<file path="config.mk">
export PLATFORM = sky130hd
export DESIGN_NAME = div_clk_monitor
export DESIGN_NICKNAME = d
export VERILOG_FILES = /design/src/rtl/div_clk_monitor.sv
export SDC_FILE = /design/constraint.sdc
export NUM_CORES = 1
export LEC_CHECK = 0
export CAP_MARGIN = 20
export CORE_MARGIN = 1.5
export CORE_UTILIZATION = 45
export DETAILED_ROUTE_END_ITERATION = 7
export PLACE_DENSITY = 0.69
export RECOVER_POWER = 25
export SLEW_MARGIN = 20
export SYNTH_ARGS = -nofsm -noshare
export SYNTH_HDL_FRONTEND = slang
export SYNTH_SLANG_ARGS = --single-unit
</file>
<file path="constraint.sdc">
create_clock -name clk_in -period 8.2 [get_ports clk_in]
set_input_delay 2.46 -clock clk_in [delete_from_list [all_inputs] [get_ports clk_in]]
set_output_delay 2.46 -clock clk_in [all_outputs]
set_load 0.05 [all_outputs]
</file>
<file path="src/rtl/div_clk_monitor.sv">
// Receiving-end checker for a divided clock: synchronizes sig_in, measures high time and period
// in clk_in cycles, and flags out-of-tolerance results and missing edges. Define MEAS_COUNT_EN to add meas_count.
module div_clk_monitor #(
   parameter int unsigned CNT_W       = 16,
   parameter int unsigned SYNC_STAGES = 2,
   parameter int unsigned EXP_HIGH    = 6,
   parameter int unsigned EXP_PERIOD  = 11,
   parameter int unsigned TOL         = 0,
   parameter int unsigned TIMEOUT     = 1024
) (
   input  logic             clk_in,
   input  logic             reset,
   input  logic             enable,
   input  logic             sig_in,
   input  logic             clr,
   output logic [CNT_W-1:0] high_cnt,
   output logic [CNT_W-1:0] period_cnt,
   output logic             meas_valid,
   output logic             mismatch,
   output logic             timeout
`ifdef MEAS_COUNT_EN
   ,
   output logic [7:0]       meas_count
`endif
);

   localparam int unsigned      SYNC_W       = (SYNC_STAGES < 2) ? 2 : SYNC_STAGES;
   localparam logic [CNT_W-1:0] CNT_MAX      = {CNT_W{1'b1}};
   localparam logic [CNT_W-1:0] TIMEOUT_C    = CNT_W'(TIMEOUT);
   localparam logic [CNT_W-1:0] EXP_HIGH_C   = CNT_W'(EXP_HIGH);
   localparam logic [CNT_W-1:0] EXP_PERIOD_C = CNT_W'(EXP_PERIOD);
   localparam logic [CNT_W-1:0] TOL_C        = CNT_W'(TOL);

   typedef enum logic [1:0] {
      ST_IDLE = 2'd0,
      ST_ARM  = 2'd1,
      ST_HIGH = 2'd2,
      ST_LOW  = 2'd3
   } state_e;

   state_e            state_q, state_d;
   logic [SYNC_W-1:0] sync_q, sync_d;
   logic              s_dly_q, s_dly_d;
   logic [CNT_W-1:0]  cnt_q, cnt_d;
   logic [CNT_W-1:0]  high_latch_q, high_latch_d;
   logic [CNT_W-1:0]  high_cnt_q, high_cnt_d;
   logic [CNT_W-1:0]  period_cnt_q, period_cnt_d;
   logic              meas_valid_q, meas_valid_d;
   logic              mismatch_q, mismatch_d;
   logic              timeout_q, timeout_d;

   logic              s;
   logic              rise;
   logic              fall;
   logic [CNT_W-1:0]  cnt_inc;
   logic              out_of_tol;

   function automatic logic [CNT_W-1:0] abs_diff(input logic [CNT_W-1:0] a,
                                                 input logic [CNT_W-1:0] b);
      return (a > b) ? (a - b) : (b - a);
   endfunction

   // Synchronizer chain plus one delay flop for edge detection
   always_comb begin
      sync_d  = {sync_q[SYNC_W-2:0], sig_in};
      s_dly_d = sync_q[SYNC_W-1];
   end

   assign s    = sync_q[SYNC_W-1];
   assign rise = s & ~s_dly_q;
   assign fall = ~s & s_dly_q;

   // Saturating increment; only reachable if TIMEOUT is misconfigured
   assign cnt_inc = (cnt_q == CNT_MAX) ? cnt_q : (cnt_q + CNT_W'(1));

   // Evaluated on the values about to be reported at a rise in LOW
   assign out_of_tol = (abs_diff(high_latch_q, EXP_HIGH_C) > TOL_C) ||
                       (abs_diff(cnt_q, EXP_PERIOD_C) > TOL_C);

   always_comb begin
      state_d      = state_q;
      cnt_d        = cnt_q;
      high_latch_d = high_latch_q;
      high_cnt_d   = high_cnt_q;
      period_cnt_d = period_cnt_q;
      meas_valid_d = 1'b0;
      mismatch_d   = clr ? 1'b0 : mismatch_q;
      timeout_d    = clr ? 1'b0 : timeout_q;

      if (!enable) begin
         state_d = ST_IDLE;
         cnt_d   = '0;
      end else begin
         unique case (state_q)
            ST_IDLE: begin
               cnt_d   = '0;
               state_d = ST_ARM;
            end
            ST_ARM: begin
               cnt_d = '0;
               if (rise) begin
                  cnt_d   = CNT_W'(1);
                  state_d = ST_HIGH;
               end
            end
            ST_HIGH: begin
               if (fall) begin
                  high_latch_d = cnt_q;
                  cnt_d        = cnt_inc;
                  state_d      = ST_LOW;
               end else if (cnt_q >= TIMEOUT_C) begin
                  timeout_d = 1'b1;
                  cnt_d     = '0;
                  state_d   = ST_ARM;
               end else begin
                  cnt_d = cnt_inc;
               end
            end
            ST_LOW: begin
               if (rise) begin
                  period_cnt_d = cnt_q;
                  high_cnt_d   = high_latch_q;
                  meas_valid_d = 1'b1;
                  cnt_d        = CNT_W'(1);
                  state_d      = ST_HIGH;
                  if (out_of_tol) begin
                     mismatch_d = 1'b1;
                  end
               end else if (cnt_q >= TIMEOUT_C) begin
                  timeout_d = 1'b1;
                  cnt_d     = '0;
                  state_d   = ST_ARM;
               end else begin
                  cnt_d = cnt_inc;
               end
            end
            default: begin
               cnt_d   = '0;
               state_d = ST_IDLE;
            end
         endcase
      end
   end

   always_ff @(posedge clk_in) begin
      if (reset) begin
         state_q      <= ST_IDLE;
         sync_q       <= '0;
         s_dly_q      <= 1'b0;
         cnt_q        <= '0;
         high_latch_q <= '0;
         high_cnt_q   <= '0;
         period_cnt_q <= '0;
         meas_valid_q <= 1'b0;
         mismatch_q   <= 1'b0;
         timeout_q    <= 1'b0;
      end else begin
         state_q      <= state_d;
         sync_q       <= sync_d;
         s_dly_q      <= s_dly_d;
         cnt_q        <= cnt_d;
         high_latch_q <= high_latch_d;
         high_cnt_q   <= high_cnt_d;
         period_cnt_q <= period_cnt_d;
         meas_valid_q <= meas_valid_d;
         mismatch_q   <= mismatch_d;
         timeout_q    <= timeout_d;
      end
   end

   assign high_cnt   = high_cnt_q;
   assign period_cnt = period_cnt_q;
   assign meas_valid = meas_valid_q;
   assign mismatch   = mismatch_q;
   assign timeout    = timeout_q;

`ifdef MEAS_COUNT_EN
   logic [7:0] meas_count_q, meas_count_d;

   // Report counter; survives enable=0, clr takes priority over a same-cycle increment
   always_comb begin
      meas_count_d = meas_count_q;
      if (clr) begin
         meas_count_d = '0;
      end else if (meas_valid_d) begin
         meas_count_d = meas_count_q + 8'd1;
      end
   end

   always_ff @(posedge clk_in) begin
      if (reset) begin
         meas_count_q <= '0;
      end else begin
         meas_count_q <= meas_count_d;
      end
   end

   assign meas_count = meas_count_q;
`endif

endmodule
</file>
Yosys cells after proc, flatten, opt, wreduce, memory -nomap -nowiden
Cells that the tools add are included.
{ "totals": {"register_bits": 72, "inputBits": 5, "output_inout_bits": 35} }
{ "classes": {"add_sub_neg": 5, "order_cmp": 5, "eq_ne": 5, "muxes": 25, "bitwise": 6, "n_reduce_logical": 6} }
{ "op_table": {"columns": ["cell", "count"], "rows": [
  ["$mux 16", 6],
  ["$pmux 16 s4", 1],
  ["$gt 16x1->1 const B", 2],
  ["$add 16x1->16 const B", 1],
  ["$eq 16x16->1 const B", 1],
  ["$ge 16x11->1 const B", 1],
  ["$gt 16x3->1 const B", 1],
  ["$gt 16x4->1 const B", 1],
  ["$sub 16x3->16 const B", 1],
  ["$sub 16x4->16 const B", 1],
  ["$sub 3x16->16 const A", 1],
  ["$sub 4x16->16 const A", 1],
  ["$mux 1", 12],
  ["$mux 2", 4],
  ["$pmux 2 s4", 1],
  ["$reduce_and 3->1", 2],
  ["$eq 2x2->1 const B", 2],
  ["$not 1->1", 4],
  ["$reduce_or 3->1", 1],
  ["$and 1x1->1", 2],
  ["$eq 2x1->1 const B", 1],
  ["$logic_not 2->1", 1],
  ["$ne 2x2->1 const B", 1],
  ["$pmux 1 s2", 1],
  ["other kinds (2)", 2]
]} }

Depth between registers and ports, before layout
Gate-level depths: netlist of the first run.
{ "logic_depth": {"depth_word": 8, "depth_mapped": 10, "mapped_depth_nobuf": 9} }

Least setup slack after synthesis of the first run
Ideal clock, no wire load.
{ "synth_timing": {"path_type": "input port to flip-flop", "start": "in clr", "end": "reg mismatch_q (netlist: mismatch)", "setup_time_ns": 0.120, "arrival_ns": 3.756, "path_slack_ns": 4.324, "cell_stages": 7, "n_path_buf": 0, "path_cell_list": "or2b_2 -> o211ai_1 -> a2111oi_0 -> nand4_1 -> nor4_2 -> o2111ai_1 -> o31a_1"} }
{ "synth_between": {"elab_chain_cells": 5} }
{ "synth_lines": {"columns": ["element", "line", "text"], "rows": [
  ["start, declared", "15", "input logic clr,"],
  ["$mux 1 (*)", "87", "mismatch_d = clr ? 1'b0 : mismatch_q;"],
  ["$mux 1", "126", "if (out_of_tol) begin"],
  ["$mux 1", "120", "if (rise) begin"],
  ["$mux 1", "94", "unique case (state_q)"],
  ["$mux 1 (*)", "90", "if (!enable) begin"],
  ["end signal, assigned", "166", "mismatch_q <= mismatch_d;"],
  ["end, declared", "49", "logic mismatch_q, mismatch_d;"]
]} }
Every way passes the cells marked *; elsewhere a longest branch is shown, timed or not.
A chain may end at the register's enable or synchronous reset.

Final worst setup path of the first run
{ "layout_timing": {"start": "in reset", "end": "reg cnt_q[14]"} }
{ "layout_between": {"elab_chain_cells": 1} }
{ "layout_lines": {"columns": ["element", "line", "text"], "rows": [
  ["start, declared", "12", "input logic reset,"],
  ["$reduce_or 2->1 (no line)", null, null],
  ["end signal, assigned", "161", "cnt_q <= cnt_d;"],
  ["end, declared", "44", "logic [CNT_W-1:0] cnt_q, cnt_d;"]
]} }
Every way passes these cells.

==> summary.txt, run 1 <==
Floorplan
  – Row count: 32
  – Die ar.: 0.008571 mm^2
  – Initial cell density of the core: 0.4649
  – CORE AREA: 0.007767 mm^2
  – I/O Pins: 40
  – Die Y: 92.58 um
  – Die X: 92.58 um

Timing
  – RSZ-0062 raised after global routing: false
  – Setup tns final: 0 ns
  – FMAX: 215.1 MHz
  – Hold_ws: 0.4437 ns
  – Final hold violation count: 0
  – Final setup viols: 0
  – Fin crit share: 0.5670
  – Worst slew margin relative to its limit: -0.5615
  – Tmin final: 4.649 ns
  – Clk_skew: 0.01002 ns
  – Final Max Slew Viols: 57
  – Worst-Margin Slew: 2.342 ns

Placement
  – PortBufs: 39
  – Placed Cells: 565
  – Dpl hpwl: 6191 um
  – RD Place Congestion: 0.9903

Synth
  – Register area share after synthesis: 0.3992
  – Syn avg cell area: 7.867 um^2
  – Net Count, Synth: 472
  – Cells after Synth: 459
  – Library cells used by synthesis: 64
  – Ys flop type: dfxtp_1
  – Cell taking the most area after synthesis: dfxtp_1
  – Number of synthesized flops with an enable pin: 0
  – Dominant cells by area after synthesis: dfxtp_1 40%, nand2_1 11%, a21oi_1 8.6%
  – YS warnings: 0
  – Post-synthesis register bit count: 72
  – Yosys top cell area share: 0.3992
  – Asr flop ratio synth: 0
  – Post-synthesis cell area: 0.003611 mm^2

Worst hold path
  – Hold crit path type: flip-flop to flip-flop
  – Hold endpoint: sync_q[1]
  – Hold Crit Depth: 1
  – Hold_sp: sync_q[0]

Clocking
  – Clk slew on worst S/H paths: 0.08 ns
  – Clock buffer depth: 2
  – Clk sink count: 72
  – Root cell of the clock tree: clkbuf_8
  – Setup bufs post-CTS: 0
  – # resized after CTS: 0
  – CTS tree: done
  – Worst skew pair latency: 0.35 ns
  – Cts bufs inserted: 9
  – Hold buffer count at CTS: 0
  – Htree depth: 3

Worst setup path
  – RR Startpoint: cnt_q[2]
  – R2r setup slk: 5.12 ns
  – Critical Path AT: 4.86 ns
  – WP data required: 8.41 ns
  – Crit path launch type: input pin
  – Worst r2r dst: mismatch
  – Crit end category: flip-flop
  – Crit path max fanout: 56
  – R2R cell count: 9
  – Setup Crit Path Kind: input pin to flip-flop

Drt
  – Antenna Nets Post-Route: 0
  – Routed WL per cell: 15.74 um
  – Total wire length: 9127 um
  – DRT Pass-1 Iters: 4
  – Via count: 3262
  – Residual DRC count: 0
  – Routed vias/inst: 5.624
  – First DRT Iteration DRCs: 194

Job
  – Max-cap check violation count: 1

Run status
  – Status: finished with violations
  – Failing checks: max-capacitance violations, max-slew violations

Global routing
  – Largest net degree at the start of global routing: 57
  – Tot GR Track Use: 0.2255
  – Remaining Overflow, GRT: 0
  – Vias in the first global route: 3033
  – Initial antenna violation count: 0
  – First-pass GRT wire length: 15030 um

Pwr
  – Max VDD drop: 0.1377 mV
  – P per Cell Area: 157.3 mW/mm^2
  – Cell leakage power: 1.399 nW
  – Power Total: 0.6479 mW

Layout
  – Commonest non-fill, non-tap cell in the layout: nand2_1
  – Fillers: 746
  – Nets@finish: 487
  – Share of layout cells above drive strength 1: 0.06695
  – Most frequent cells in the layout: 109 x nand2_1, 72 x dfxtp_1, 62 x a21oi_1
  – Final instance count without filler cells: 580
  – Final core occ: 0.5304
  – P&R area growth vs syn: 14.10%
  – Number of diodes: 0
==> critical path, stage by stage <==
cell	delay (ns)
clkbuf_1	1.63
nand4b_1	0.63
nor3_1	0.13
==> layer usage <==
| metal | share of wire | GRT usage | routed length, um | up-vias |
|---|---|---|---|---|
| li1 | - | - | - | 1614 |
| met4 | 0.023 | 0.1026 | 210 | 0 |
| met2 | 0.45 | 0.3364 | 4116 | 129 |
| met1 | 0.46 | 0.3066 | 4167 | 1503 |
| met5 | 0 | 0 | 0 | - |
| met3 | 0.069 | 0.05337 | 634 | 16 |
==> state kept, by name, summed over array words and instances (netlist names) <==
register      count
cnt_q            16
high_cnt         16
state_q           2
mismatch          1
timeout           1
sync_q            2
period_cnt       16
high_latch_q     16
s_dly_q           1
meas_valid        1
==> how the worst max path moves through the flow <==
| stage | to | slack [ns] | start | depth (start not counted) |
|---|---|---|---|---|
| 2_1_floorplan | mismatch | 4.32 | clr | 7 |
| 3_3_place_gp | mismatch | 3.72 | clr | 8 |
| 3_5_place_dp | mismatch | 3.70 | clr | 8 |
| 4_1_cts | mismatch | 4.06 | clr | 8 |
| 5_1_grt | cnt_q[11] | 3.25 | reset | 3 |
| 6_report | cnt_q[14] | 3.55 | reset | 3 |
==> synthesized netlist by cell type (4+ instances only) <==
master / count
ha_1: 8
nand4_1: 8
nand2_1: 109
nand3_1: 12
xor2_1: 7
nor3_1: 11
nor2_1: 29
nor4_1: 7
mux2i_1: 4
clkbuf_8: 5
nor2b_1: 8
dfxtp_1: 72
xnor2_1: 9
inv_1: 9
or4_1: 4
clkbuf_1: 26
o21ai_0: 4
a21oi_1: 62
==> where the power goes <==
group	switching, mW	total [mW]	internal (mW)
combinational	0.00581	0.00835	0.00254
clock	0.133	0.289	0.156
sequential	0.000685	0.351	0.350
==> stage by stage <==
| stage | setup slack (ns) | cell area [um^2] |
|---|---|---|
| final | 3.551 | 4120 |
| after global routing | 3.255 | 4120 |
| after CTS | 4.058 | 4120 |
| after detailed placement | 3.695 | 3915 |
| after global placement | 3.716 | 3915 |
| after floorplan | 4.324 | 3611 |
==> area by class of cell <==
type                       instances  area, um^2  share of cell area
clock buffer                      11       151.4             0.03674
clock inverter                     4       53.80             0.01306
inverter                           9       33.78            0.008199
multi-input combinational        343        1928              0.4680
sequential                        72        1441              0.3498
tap                              102       127.6             0.03097
timing repair buffer              39       384.1             0.09323
==> cell families after synthesis <==
family | count (synthesis) | share of synthesized area
AOI/OAI and AO/OA | 99 | 0.1719
xor gates and xnor gates | 16 | 0.03881
adders and majority gates | 8 | 0.02772
buffers and inverters | 44 | 0.06722
DFF | 72 | 0.3992
muxes | 5 | 0.01421
and+or+nand+nor | 215 | 0.2810
Note: power is estimated with default switching activity, not from simulation.
==> run 2, diff against run 1 <==
clock period = 4.77 ns   (was 8.2 ns; I/O delays follow)
==> summary.txt, run 2 (synthesized netlist as in run 1, its figures left out) <==
Run status
  – Status: finished with violations (unchanged)
  – Failing checks: max-capacitance violations, max-slew violations (unchanged)

Floorplan
  – CORE AREA: 0.007767 mm^2 (unchanged)
  – Row count: 32 (unchanged)
  – I/O Pins: 40 (unchanged)
  – Die Y: 92.58 um (unchanged)
  – Die X: 92.58 um (unchanged)
  – Initial cell density of the core: 0.4649 (unchanged)
  – Die ar.: 0.008571 mm^2 (unchanged)

Worst setup path
  – Setup Crit Path Kind: input pin to flip-flop (unchanged)
  – CP max-delay cell: clkbuf_1 (unchanged)
  – Crit path max fanout: 56 (unchanged)
  – R2r setup slk: 1.65 ns (was 5.12 ns)
  – Crit path launch type: input pin (unchanged)
  – Worst r2r dst: mismatch (unchanged)
  – Crit-path cells: clkbuf_1, nand4b_1, nor3_1 (unchanged)
  – RR Startpoint: cnt_q[2] (unchanged)
  – CP max stage delay: 1.64 ns (was 1.63 ns)
  – Crit end category: flip-flop (unchanged)
  – WP data required: 4.98 ns (was 8.41 ns)
  – Critical Path AT: 3.87 ns (was 4.86 ns)
  – R2R cell count: 9 (unchanged)

Clocking
  – # resized after CTS: 0 (unchanged)
  – Htree depth: 3 (unchanged)
  – Setup bufs post-CTS: 0 (unchanged)
  – Hold buffer count at CTS: 0 (unchanged)
  – CTS tree: done (unchanged)
  – Worst skew pair latency: 0.35 ns (about the same)
  – Root cell of the clock tree: clkbuf_8 (unchanged)
  – Clk sink count: 72 (unchanged)
  – Cts bufs inserted: 9 (unchanged)
  – Clock buffer depth: 2 (unchanged)
  – Clk slew on worst S/H paths: 0.08 ns (about the same)

Drt
  – Residual DRC count: 0 (unchanged)
  – Total wire length: 9217 um (was 9127 um)
  – Antenna Nets Post-Route: 0 (unchanged)
  – DRT Pass-1 Iters: 6 (was 4)
  – First DRT Iteration DRCs: 287 (was 194)
  – Routed vias/inst: 5.709 (was 5.624)
  – Via count: 3317 (was 3262)
  – Routed WL per cell: 15.86 um (was 15.74 um)

Layout
  – Design Area, Final: 0.004095 mm^2 (was 0.004120 mm^2)
  – Number of diodes: 0 (unchanged)
  – Most frequent cells in the layout: 109 x nand2_1, 72 x dfxtp_1, 62 x a21oi_1 (unchanged)
  – P&R area growth vs syn: 13.41% (was 14.10%)
  – Fillers: 756 (was 746)
  – Commonest non-fill, non-tap cell in the layout: nand2_1 (unchanged)
  – Nets@finish: 487 (unchanged)
  – Share of layout cells above drive strength 1: 0.06889 (was 0.06695)

Pwr
  – Max VDD drop: 0.1543 mV (was 0.1377 mV)
  – P per Cell Area: 258.4 mW/mm^2 (was 157.3 mW/mm^2)
  – Cell leakage power: 1.390 nW (was 1.399 nW)

Job
  – Max-cap check violation count: 1 (unchanged)

Global routing
  – Vias in the first global route: 3075 (was 3033)
  – Tot GR Track Use: 0.2252 (was 0.2255)
  – First-pass GRT wire length: 15230 um (was 15030 um)
  – Initial antenna violation count: 0 (unchanged)
  – Largest net degree at the start of global routing: 57 (unchanged)
  – Remaining Overflow, GRT: 0 (unchanged)

Timing
  – Fin crit share: 0.7669
  – Setup tns final: 0 ns (unchanged)
  – Worst-Margin Slew: 2.365 ns (was 2.342 ns)
  – Clk_skew: 0.007392 ns (was 0.01002 ns)
  – Worst slew margin relative to its limit: -0.5768 (was -0.5615)
  – FMAX: 273.4 MHz
  – Final hold violation count: 0 (unchanged)
  – Final setup viols: 0 (unchanged)
  – Tmin final: 3.658 ns
  – Final Max Slew Viols: 57 (unchanged)
  – RSZ-0062 raised after global routing: false (unchanged)

Placement
  – PortBufs: 39 (unchanged)
  – RD Place Congestion: 0.9904 (was 0.9903)
  – Cell Area, Placed: 0.003915 mm^2 (unchanged)
  – Dpl hpwl: 6205 um (was 6191 um)

Worst hold path
  – Hold Crit Depth: 2 (was 1)
  – Hold_sp: high_cnt[12] (was sync_q[0])
  – Hold crit path type: flip-flop to flip-flop (unchanged)
  – Hold endpoint: high_cnt[12] (was sync_q[1])
## run 2: cell types whose count changed in the layout (fill, tap and decap cells not counted)
cell,before,now
bufinv_16,1,0
clkbuf_8,11,10
clkinv_2,0,2
clkinv_4,1,0
inv_6,0,2
## run 2: through the flow
| step | hold slack, ns | util | setup WS (ns) | power, mW | cells |
|---|---|---|---|---|---|
| after detailed placement | 0.4403 | 0.5040 | 1.244 | 0.6317 | 565 |
| after floorplan | 0.4138 | - | 1.923 | 0.6268 | 459 |
| after global placement | 0.4317 | 0.5040 | 1.315 | 0.6313 | 565 |
| after CTS | 0.4583 | 0.5272 | 1.598 | 1.069 | 581 |
| final | 0.4547 | 0.5272 | 1.112 | 1.058 | 581 |
| after global routing | 0.4760 | 0.5272 | 0.8514 | 1.092 | 581 |
## run 2: layout make-up
cell class,instances,area [um^2],share of cell area
Sequential cell,72,1441,0.3520
Timing Repair Buffer,39,384.1,0.09380
Clock inverter,6,42.54,0.01039
Tap cell,102,127.6,0.03116
Inverter,9,33.78,0.008249
Multi-Input combinational cell,343,1928,0.4708
Clock buffer,10,137.6,0.03361
## run 2: power by group
group | switching (mW) | leakage, nW | internal [mW]
combinational | 0.00990 | 0.721 | 0.00435
sequential | 0.00118 | 0.580 | 0.602
clock | 0.236 | 0.0891 | 0.205
## run 2: worst max-delay path by stage
stage,startpoint,endpoint,slack [ns],cells after the start
6_report,reset,cnt_q[14],1.11,3
5_1_grt,reset,cnt_q[14],0.85,3
2_1_floorplan,clr,mismatch,1.92,7
3_3_place_gp,clr,mismatch,1.31,8
4_1_cts,clr,mismatch,1.60,8
3_5_place_dp,clr,mismatch,1.24,8
## run 2: metal layers
layer,vias up,routed length [um],track usage
li1,1616,-,-
met1,1511,4192,0.3092
met2,163,3974,0.3333
met3,27,772,0.04598
met4,0,278,0.1115
met5,-,0,0
## run 2: critical path: cells and delay by family
family / cells / cell delay, ns
AND/OR/NAND/NOR: 2 / 0.78
buffers and inverters: 1 / 1.64
==> run 3, diff against run 2 <==
clock period = 3.49 ns   (was 4.77 ns; I/O delays follow)
==> summary.txt, run 3 (synthesized netlist as in run 1, its figures left out) <==
Clocking
  – Clock buffer depth: 2 (unchanged)
  – Worst skew pair latency: 0.35 ns (about the same)
  – Setup bufs post-CTS: 0 (unchanged)
  – Clk sink count: 72 (unchanged)
  – Clk slew on worst S/H paths: 0.07 ns (was 0.08 ns)
  – Hold buffer count at CTS: 0 (unchanged)
  – CTS tree: done (unchanged)
  – Htree depth: 3 (unchanged)
  – # resized after CTS: 0 (unchanged)
  – Cts bufs inserted: 9 (unchanged)
  – Root cell of the clock tree: clkbuf_8 (unchanged)

Layout
  – P&R area growth vs syn: 16.08% (was 13.41%)
  – Design Area, Final: 0.004192 mm^2 (was 0.004095 mm^2)
  – Share of layout cells above drive strength 1: 0.07787 (was 0.06889)
  – Fillers: 768 (was 756)
  – Final instance count without filler cells: 590 (was 581)
  – Most frequent cells in the layout: 109 x nand2_1, 72 x dfxtp_1, 62 x a21oi_1 (unchanged)
  – Commonest non-fill, non-tap cell in the layout: nand2_1 (unchanged)
  – Number of diodes: 0 (unchanged)
  – Nets@finish: 496 (was 487)

Pwr
  – Combinational share of power: 0.013 (about the same)
  – Clock Power Share: 0.467 (was 0.417)
  – Int Power: 1.237 mW (was 0.8109 mW)
  – Cell leakage power: 1.444 nW (was 1.390 nW)
  – P per Cell Area: 377.6 mW/mm^2 (was 258.4 mW/mm^2)
  – Share of power burned in registers: 0.521 (was 0.570)
  – Psw: 0.3460 mW (was 0.2474 mW)
  – Switching power share of the total: 0.2186 (was 0.2337)
  – Power Total: 1.583 mW (was 1.058 mW)
  – Max VDD drop: 0.2331 mV (was 0.1543 mV)

Floorplan
  – I/O Pins: 40 (unchanged)
  – Row count: 32 (unchanged)
  – Die X: 92.58 um (unchanged)
  – Die ar.: 0.008571 mm^2 (unchanged)
  – Initial cell density of the core: 0.4649 (unchanged)
  – Die Y: 92.58 um (unchanged)
  – CORE AREA: 0.007767 mm^2 (unchanged)

Drt
  – DRT Pass-1 Iters: 4 (was 6)
  – Total wire length: 9786 um (was 9217 um)
  – Via count: 3285 (was 3317)
  – Routed WL per cell: 16.59 um (was 15.86 um)
  – Antenna Nets Post-Route: 0 (unchanged)
  – Residual DRC count: 0 (unchanged)
  – Routed vias/inst: 5.568 (was 5.709)
  – First DRT Iteration DRCs: 354 (was 287)

Worst setup path
  – Crit end category: flip-flop (unchanged)
  – CP max stage delay: 0.96 ns (was 1.64 ns)
  – Worst Setup SP: enable (was reset)
  – Crit path max fanout: 32 (was 56)
  – R2r setup slk: 0.62 ns (was 1.65 ns)
  – Critical Path AT: 3.23 ns (was 3.87 ns)
  – Crit-path cells: dlygate4sd3_1, and3_1, clkbuf_1, nand2_1, a21oi_1 (was clkbuf_1, nand4b_1, nor3_1)
  – Setup Crit Path Kind: input pin to flip-flop (unchanged)
  – RR Startpoint: cnt_q[2] (unchanged)
  – CP max-delay cell: clkbuf_1 (unchanged)
  – Crit path launch type: input pin (unchanged)
  – WP data required: 3.74 ns (was 4.98 ns)

Timing
  – Final setup viols: 0 (unchanged)
  – FMAX: 335.4 MHz
  – Tmin final: 2.982 ns
  – Worst-Margin Slew: 1.322 ns (was 2.365 ns)
  – Setup tns final: 0 ns (unchanged)
  – Final Max Slew Viols: 0 (was 57)
  – RSZ-0062 raised after global routing: false (unchanged)
  – Worst slew margin relative to its limit: 0.1189 (was -0.5768)
  – Fin crit share: 0.8543
  – Clk_skew: 0.009611 ns (was 0.007392 ns)
  – Final hold violation count: 0 (unchanged)

Worst hold path
  – Hold_sp: sync_q[0] (was high_cnt[12])
  – Hold crit path type: flip-flop to flip-flop (unchanged)

Placement
  – Dpl hpwl: 6781 um (was 6205 um)
  – RD Place Congestion: 0.9209 (was 0.9904)
  – Placed Cells: 574 (was 565)
  – PortBufs: 39 (unchanged)
  – Cell Area, Placed: 0.003983 mm^2 (was 0.003915 mm^2)

Global routing
  – First-pass GRT wire length: 16160 um (was 15230 um)
  – Initial antenna violation count: 0 (unchanged)
  – Largest net degree at the start of global routing: 56 (was 57)
  – Vias in the first global route: 3201 (was 3075)
  – Tot GR Track Use: 0.2421 (was 0.2252)
  – Remaining Overflow, GRT: 0 (unchanged)

Run status
  – Status: finished, final reports clean (was finished with violations)

Job
  – Max-cap check violation count: 0 (was 1)
run 3: through the flow:
step	hold slack, ns	utilization	worst slack, ns
after global routing	0.4736	0.5396	0.3163
after floorplan	0.4138	-	0.8197
final	0.4501	0.5396	0.5085
after global placement	0.4189	0.5127	0.3792
after CTS	0.4520	0.5411	0.6233
after detailed placement	0.4337	0.5127	0.3795
run 3: power groups by stage:
| stage | Combinational, mW | Clock [mW] | Sequential [mW] |
|---|---|---|---|
| 6_report | 0.0201 | 0.738 | 0.824 |
| 3_5_place_dp | 0.0214 | 0 | 0.844 |
| 3_3_place_gp | 0.0205 | 0 | 0.844 |
| 4_1_cts | 0.0212 | 0.757 | 0.824 |
| 5_1_grt | 0.0225 | 0.787 | 0.825 |
| 2_1_floorplan | 0.0134 | 0 | 0.843 |
run 3: path summary, 6_finish.rpt:
kind	endpoint	depth (start not counted)
max reg2reg	mismatch	9
max	period_cnt[8]	5
min	sync_q[1]	1
min reg2reg	sync_q[1]	1
run 3: critical path: cells and delay by family:
kind            cells  cell delay [ns]
compound gates      1             0.18
buf+inv             2             1.64
simple gates        2             0.37
run 3: cell type report:
cell class,instances,area [um^2],area share
tap,102,127.6,0.03045
timing repair buffer,48,441.7,0.1054
clock inverter,6,92.59,0.02209
inverter,9,33.78,0.008060
multi-input combinational,343,1927,0.4597
sequential,72,1441,0.3439
clock buffer,10,127.6,0.03045
run 3: layer usage:
metal,track usage,part of all wire,wire [um]
met5,0,0,0
met4,0.1205,0.021,205
met1,0.3261,0.46,4453
met2,0.3762,0.45,4427
met3,0.03530,0.072,700
